$ cat src/rtl/spi_master.sv
// Mode-0 SPI master: one DATA_W-bit word per transaction, MSB first, with a
// start/busy/done handshake. All outputs come straight from registers.
module spi_master #(
    parameter int unsigned DATA_W  = 8,
    parameter int unsigned CLK_DIV = 4
) (
    input  logic              i_clk,
    input  logic              i_rst_n,
    input  logic              i_start,
    input  logic [DATA_W-1:0] i_tx_data,
    output logic              o_busy,
    output logic              o_done,
    output logic [DATA_W-1:0] o_rx_data,
    output logic              o_sclk,
    output logic              o_ss,
    output logic              o_mosi,
    input  logic              i_miso
);

    localparam int unsigned CNT_W = $clog2(DATA_W + 1);
    localparam int unsigned DIV_W = $clog2(CLK_DIV + 1);

    localparam logic [DIV_W-1:0] DIV_LAST = DIV_W'(CLK_DIV - 1);
    localparam logic [CNT_W-1:0] BIT_LAST = CNT_W'(DATA_W - 1);

    localparam logic [2:0] S_IDLE  = 3'd0;
    localparam logic [2:0] S_SETUP = 3'd1;
    localparam logic [2:0] S_SHIFT = 3'd2;
    localparam logic [2:0] S_HOLD  = 3'd3;
    localparam logic [2:0] S_GAP   = 3'd4;

    logic [2:0]        r_state,   w_state;
    logic [DIV_W-1:0]  r_div,     w_div;
    logic [CNT_W-1:0]  r_bit_cnt, w_bit_cnt;
    // Bits still to be sent after the one currently on MOSI.
    logic [DATA_W-2:0] r_tx_sr,   w_tx_sr;
    logic [DATA_W-1:0] r_rx_sr,   w_rx_sr;
    logic [DATA_W-1:0] r_rx_data, w_rx_data;
    logic              r_busy,    w_busy;
    logic              r_done,    w_done;
    logic              r_sclk,    w_sclk;
    logic              r_ss,      w_ss;
    logic              r_mosi,    w_mosi;
    logic              w_div_end;

    assign w_div_end = (r_div == DIV_LAST);

    always_comb begin
        w_state   = r_state;
        w_bit_cnt = r_bit_cnt;
        w_tx_sr   = r_tx_sr;
        w_rx_sr   = r_rx_sr;
        w_rx_data = r_rx_data;
        w_busy    = r_busy;
        w_done    = 1'b0;
        w_sclk    = r_sclk;
        w_ss      = r_ss;
        w_mosi    = r_mosi;
        w_div     = (r_state == S_IDLE || w_div_end) ? '0 : r_div + DIV_W'(1);

        case (r_state)
            S_IDLE: begin
                if (i_start) begin
                    w_tx_sr   = i_tx_data[DATA_W-2:0];
                    w_mosi    = i_tx_data[DATA_W-1];
                    w_ss      = 1'b0;
                    w_busy    = 1'b1;
                    w_bit_cnt = '0;
                    w_state   = S_SETUP;
                end
            end
            S_SETUP: begin
                // Leaving SETUP is SCLK rising edge 1, so MISO is sampled here.
                if (w_div_end) begin
                    w_sclk  = 1'b1;
                    w_rx_sr = {r_rx_sr[DATA_W-2:0], i_miso};
                    w_state = S_SHIFT;
                end
            end
            S_SHIFT: begin
                if (w_div_end) begin
                    if (!r_sclk) begin
                        w_sclk  = 1'b1;
                        w_rx_sr = {r_rx_sr[DATA_W-2:0], i_miso};
                    end else begin
                        w_sclk    = 1'b0;
                        w_bit_cnt = r_bit_cnt + CNT_W'(1);
                        if (r_bit_cnt == BIT_LAST) begin
                            w_state = S_HOLD;
                        end else begin
                            w_mosi  = r_tx_sr[DATA_W-2];
                            w_tx_sr = r_tx_sr << 1;
                        end
                    end
                end
            end
            S_HOLD: begin
                if (w_div_end) begin
                    w_ss    = 1'b1;
                    w_mosi  = 1'b0;
                    w_state = S_GAP;
                end
            end
            S_GAP: begin
                if (w_div_end) begin
                    w_done    = 1'b1;
                    w_busy    = 1'b0;
                    w_rx_data = r_rx_sr;
                    w_state   = S_IDLE;
                end
            end
            default: begin
                w_state = S_IDLE;
            end
        endcase
    end

    always_ff @(posedge i_clk or negedge i_rst_n) begin
        if (!i_rst_n) begin
            r_state   <= S_IDLE;
            r_div     <= '0;
            r_bit_cnt <= '0;
            r_tx_sr   <= '0;
            r_rx_sr   <= '0;
            r_rx_data <= '0;
            r_busy    <= 1'b0;
            r_done    <= 1'b0;
            r_sclk    <= 1'b0;
            r_ss      <= 1'b1;
            r_mosi    <= 1'b0;
        end else begin
            r_state   <= w_state;
            r_div     <= w_div;
            r_bit_cnt <= w_bit_cnt;
            r_tx_sr   <= w_tx_sr;
            r_rx_sr   <= w_rx_sr;
            r_rx_data <= w_rx_data;
            r_busy    <= w_busy;
            r_done    <= w_done;
            r_sclk    <= w_sclk;
            r_ss      <= w_ss;
            r_mosi    <= w_mosi;
        end
    end

    assign o_busy    = r_busy;
    assign o_done    = r_done;
    assign o_rx_data = r_rx_data;
    assign o_sclk    = r_sclk;
    assign o_ss      = r_ss;
    assign o_mosi    = r_mosi;

endmodule

$ cat config.mk
export PLATFORM = sky130hd
export DESIGN_NAME = spi_master
export DESIGN_NICKNAME = d
export VERILOG_FILES = /design/src/rtl/spi_master.sv
export SDC_FILE = /design/constraint.sdc
export NUM_CORES = 1
export LEC_CHECK = 0
export ABC_AREA = 1
export BUFFER_PORTS_ARGS = -buffer_cell sky130_fd_sc_hd__buf_2
export CORE_MARGIN = 10
export CORE_UTILIZATION = 56
export CTS_CLUSTER_DIAMETER = 120
export DETAILED_ROUTE_END_ITERATION = 7
export GPL_TIMING_DRIVEN = 0
export PLACE_DENSITY = 0.8
export SLEW_MARGIN = 20
export SYNTH_ARGS = -nofsm -noshare
export SYNTH_HDL_FRONTEND = slang
export SYNTH_SLANG_ARGS = --single-unit
$ cat constraint.sdc
create_clock -name i_clk -period 2.1 [get_ports i_clk]
set_input_delay 0.21 -clock i_clk [delete_from_list [all_inputs] [get_ports i_clk]]
set_output_delay 0.21 -clock i_clk [all_outputs]
set_load 0.02 [all_outputs]
Yosys cells after proc, flatten, opt, wreduce, memory -nomap -nowiden
Cells that the tools add are included.
{"block": "word_totals", "register_bits": 38, "in_bits": 12, "out_inout_bits": 13, "wordCells": 82}
{"block": "op_classes", "addsub": 2, "eq_ne": 15, "n_mux": 38, "reduce_logical": 16}
{"op": "$mux 7", "n": 4}
{"op": "$mux 3", "n": 8}
{"op": "$mux 8", "n": 3}
{"op": "$ne 2x2->1 const B", "n": 9}
{"op": "$pmux 8 s2", "n": 1}
{"op": "$pmux 3 s5", "n": 1}
{"op": "$pmux 7 s2", "n": 1}
{"op": "$mux 1", "n": 12}
{"op": "$mux 4", "n": 3}
{"op": "$eq 3x2->1 const B", "n": 3}
{"op": "$reduce_and 3->1", "n": 3}
{"op": "$pmux 4 s2", "n": 1}
{"op": "$reduce_and 4->1", "n": 2}
{"op": "$reduce_bool 2->1", "n": 4}
{"op": "$reduce_and 7->1", "n": 1}
{"op": "$pmux 1 s2", "n": 3}
{"op": "$reduce_and 6->1", "n": 1}
{"op": "$reduce_and 5->1", "n": 1}
{"op": "$add 4x1->4 const B", "n": 1}
{"op": "$eq 4x3->1 const B", "n": 1}
{"op": "$add 3x1->3 const B", "n": 1}
{"op": "$eq 3x1->1 const B", "n": 1}
{"op": "$eq 3x3->1 const B", "n": 1}
{"op": "$logic_not 3->1", "n": 1}
{"op": "4 further kinds", "n": 4}

Longest topological paths before layout
{"block": "logic_depth", "ltp_word": 5, "ltp_mapped": 9, "ltp_nobuf": 9}

Worst setup path after synthesis
Ideal clock, no wire load.
{"block": "synth_timing", "path_kind": "register to register", "startpoint": "register r_div[0]", "endpoint": "register r_sclk (netlist: o_sclk)", "t_arrival_ps": 1563, "setup_slack_ps": 461, "stages_incl_launch_ff": 10, "n_path_buf": 2, "synth_period_minus_slack_ps": 1639, "path_cell_list": "dfrtp_1 -> ha_1 -> ha_1 -> buf_2 -> inv_1 -> clkbuf_1 -> nand2_1 -> nand3_1 -> nand2_1 -> o21ai_1"}
{"block": "synth_via", "elab_chain_len": 3}
{"element": "from (decl)", "line_no": "33", "rtl": "logic [DIV_W-1:0] r_div, w_div;"}
{"element": "from (signal assigned)", "line_no": "133", "rtl": "r_div <= w_div;"}
{"element": "$eq 3x2->1 *", "line_no": "46", "rtl": "assign w_div_end = (r_div == DIV_LAST);"}
{"element": "$ne 2x2->1 (no line)"}
{"element": "$reduce_and 3->1 (no line) *"}
{"element": "to (signal assigned)", "line_no": "140", "rtl": "r_sclk <= w_sclk;"}
{"element": "to (decl)", "line_no": "41", "rtl": "logic r_sclk, w_sclk;"}
Mark *: on every way between the ends. The rest lies on a longest branch, timed or not.
A chain may end at the register's enable or synchronous reset.

Final worst setup path
Ends and elaborated chain as after synthesis.

==> metrics <==
status=completed; area of the multi-input gates=816 um2; Unique masters post-synth=24; min Tclk post-route=a little under 2 ns; Synth area leader=dfrtp_1; Iter 0 DRT Violations=between 70 and 80; Area Growth Syn to Fin=12.6%; DRC Markers=0; Top Ports=25; syn_area_per_cell=approximately 8 um2; CTS Buf Count=5; CP Data Required Time=2.38 ns; CTS Root Cell=clkbuf_4; NetSw=1.29 mW; first-pass GRT wire length=between 6000 and 7000 um; setup violators final=0; mapped cell area=1840 um2; share of cells above drive strength 1=roughly 20%; dpl cells=300; Seq/Total Area, Yosys=51.7%; maximum VDD drop=around 690 uV; Worst setup EP type=flop; main flop type after synthesis=dfrtp_1; Yosys top cell area share=about 50%; final hold violation count=0; vias in the first global route=between 1000 and 1500; synth warn=0; Sequential Power Share=39.8%; pin count of the biggest net entering global routing=39; Starting Density=between 50% and 60%; Clock power frac=between 10% and 20%; number of flops mapped to enable cells by yosys=0; H-tree depth=2; drt wl/cell=between 10 and 15 um; worst-path fanout max=10; Post-synth top cells=nand2_1, dfrtp_1, nand3_1; Storage cell area=about 950 um2; crit path kind=flop to flop; GR Overflow Total=0; clock tree from TritonCTS=yes; Tot GR Track Use=between 10% and 20%; crit path launch type=flop; Max Fclk=between 500 and 600 MHz; number of max-cap violations=0; Cells after Synth=between 200 and 250; gpl congestion=0.898; relative slew slack=approximately 45%; Leak=1.18 nW; fill cell count=between 200 and 300; asr flop ratio synth=between 90% and 100%; post_cts resized=0; Setup Skew=approximately 0.012 ns; Post-DP HPWL=around 2800 um; ANT nets after route=0; WP data arrival=2.21 ns; final non-filler cell total=308; hold crit path type=primary input to flop; unrepaired setup endpoints after global routing=false; TNS Setup=0 ns; net count after synthesis=roughly 250; Logic pwr share=between 40 and 50%; Core Area=between 3000 and 4000 um2; slew of the pin with the lowest slew margin=roughly 0.82 ns; Slew Viols, Final=0; most common cell in the netlist=nand2_1; Die Height=slightly below 80 um; Detailed Route WL=~3800 um; Sw Ratio=46.4%; # nets final=280; Worst-Skew Late Latency=around 0.35 ns; Synth Register Bits=38; initial antenna violation count=0; IO Port Bufs=24; Tot Pwr=roughly 2.8 mW; std cell rows=20; post-layout util=66.9%; postcts setup bufs=0; DR vias=1551; Vias/cell=approximately 5.0; # hold bufs at CTS=1; final worst-path cycle share=91.9%; drt first pass iters=4; pwr dens=1340 nW/um2; CTS max path bufs=2; clock sink total=38; die width=77.4 um; # diodes=0; die area=roughly 6000 um2; Internal=1.49 mW; Clk pin slew, worst setup/hold paths=approximately 0.1 ns; top cells by area, synth=dfrtp_1, nand2_1, nand3_1
## path summary, 6_finish.rpt
kind	from	endpoint	slack, ns	cells after the start
worst max-delay path	r_div[0]	o_sclk	0.17	9
worst min-delay path	i_miso	r_rx_sr[0]	0.11	3
min in group asynchronous	i_rst_n	o_rx_data[3]	0.49	2
max in group asynchronous	i_rst_n	r_rx_sr[0]	1.09	2
worst min register to register	r_div[0]	r_div[0]	0.44	1
worst max register to register	r_div[0]	o_sclk	0.17	9
## power by group through the flow
stage / Sequential (mW) / Combinational [mW] / Clock, mW
5_1_grt: 1.13 / 1.55 / 0.378
3_3_place_gp: 1.11 / 1.31 / 0
3_5_place_dp: 1.12 / 1.34 / 0
4_1_cts: 1.11 / 1.35 / 0.358
2_1_floorplan: 1.14 / 0.993 / 0
6_report: 1.11 / 1.33 / 0.344
## state kept, by name, indices dropped and copies added, names as in the netlist
signal and flops:
o_busy 1, o_done 1, o_mosi 1, o_rx_data 8
o_sclk 1, o_ss 1, r_bit_cnt 4, r_div 3
r_rx_sr 8, r_state 3, r_tx_sr 7
## cells by family after synthesis
| kind of cell | Yosys count | share of synthesized area, % |
|---|---|---|
| and+or+nand+nor | 154 | 35.9 |
| DFF | 38 | 51.7 |
| xor gates and xnor gates | 1 | 0.476 |
| adders and majority gates | 4 | 2.72 |
| buffers and inverters | 18 | 4.01 |
| AOI/OAI and AO/OA | 17 | 5.16 |
## critical path, cell delays in order (launching register included)
cell	delay (ns)
dfrtp_1	0.39
ha_1	0.22
ha_1	0.19
buf_2	0.19
inv_1	0.20
clkbuf_1	0.38
nand2_1	0.09
nand3_1	0.10
nand2_1	0.05
o21ai_1	0.06
## cell usage in the layout (no fill, tap or decap), types with 4 or more instances in the layout
cell type  instances
nand2_1          102
dfrtp_1           37
buf_2             26
nand3_1           23
nor2_1            14
inv_1              9
o21ai_0            9
nand2_2            6
inv_2              5
clkbuf_4           5
ha_1               4
## per-stage QoR
step           hold slack, ns  worst slack (ns)  instance area, um2
2_1_floorplan         -0.0856             0.461                1840
3_3_place_gp            0.349             0.232                2020
3_5_place_dp            0.353             0.187                2020
4_1_cts                0.0951             0.168                2070
5_1_grt                 0.125            0.0371                2070
6_report                0.106             0.171                2070
## metal layers
| metal | part of all wire, % | GRT usage, % | up-vias | wire length, um |
|---|---|---|---|---|
| li1 | - | - | 797 | - |
| met1 | 45 | 15.6 | 721 | 1720 |
| met2 | 49 | 21.0 | 25 | 1840 |
| met3 | 3.9 | 4.03 | 8 | 148 |
| met4 | 2.0 | 6.02 | 0 | 74 |
| met5 | 0 | 0 | - | 0 |
## cell type report
| type | count | share of cell area (%) |
|---|---|---|
| clock buffers | 5 | 1.81 |
| clock inverters | 2 | 0.483 |
| plain buffers | 4 | 1.03 |
| inverters | 14 | 2.53 |
| well taps | 44 | 2.65 |
| flip-flops and latches | 38 | 45.9 |
| multi-input cells | 176 | 39.3 |
| repair buffers | 25 | 6.27 |
(Power assumes the default switching activity.)
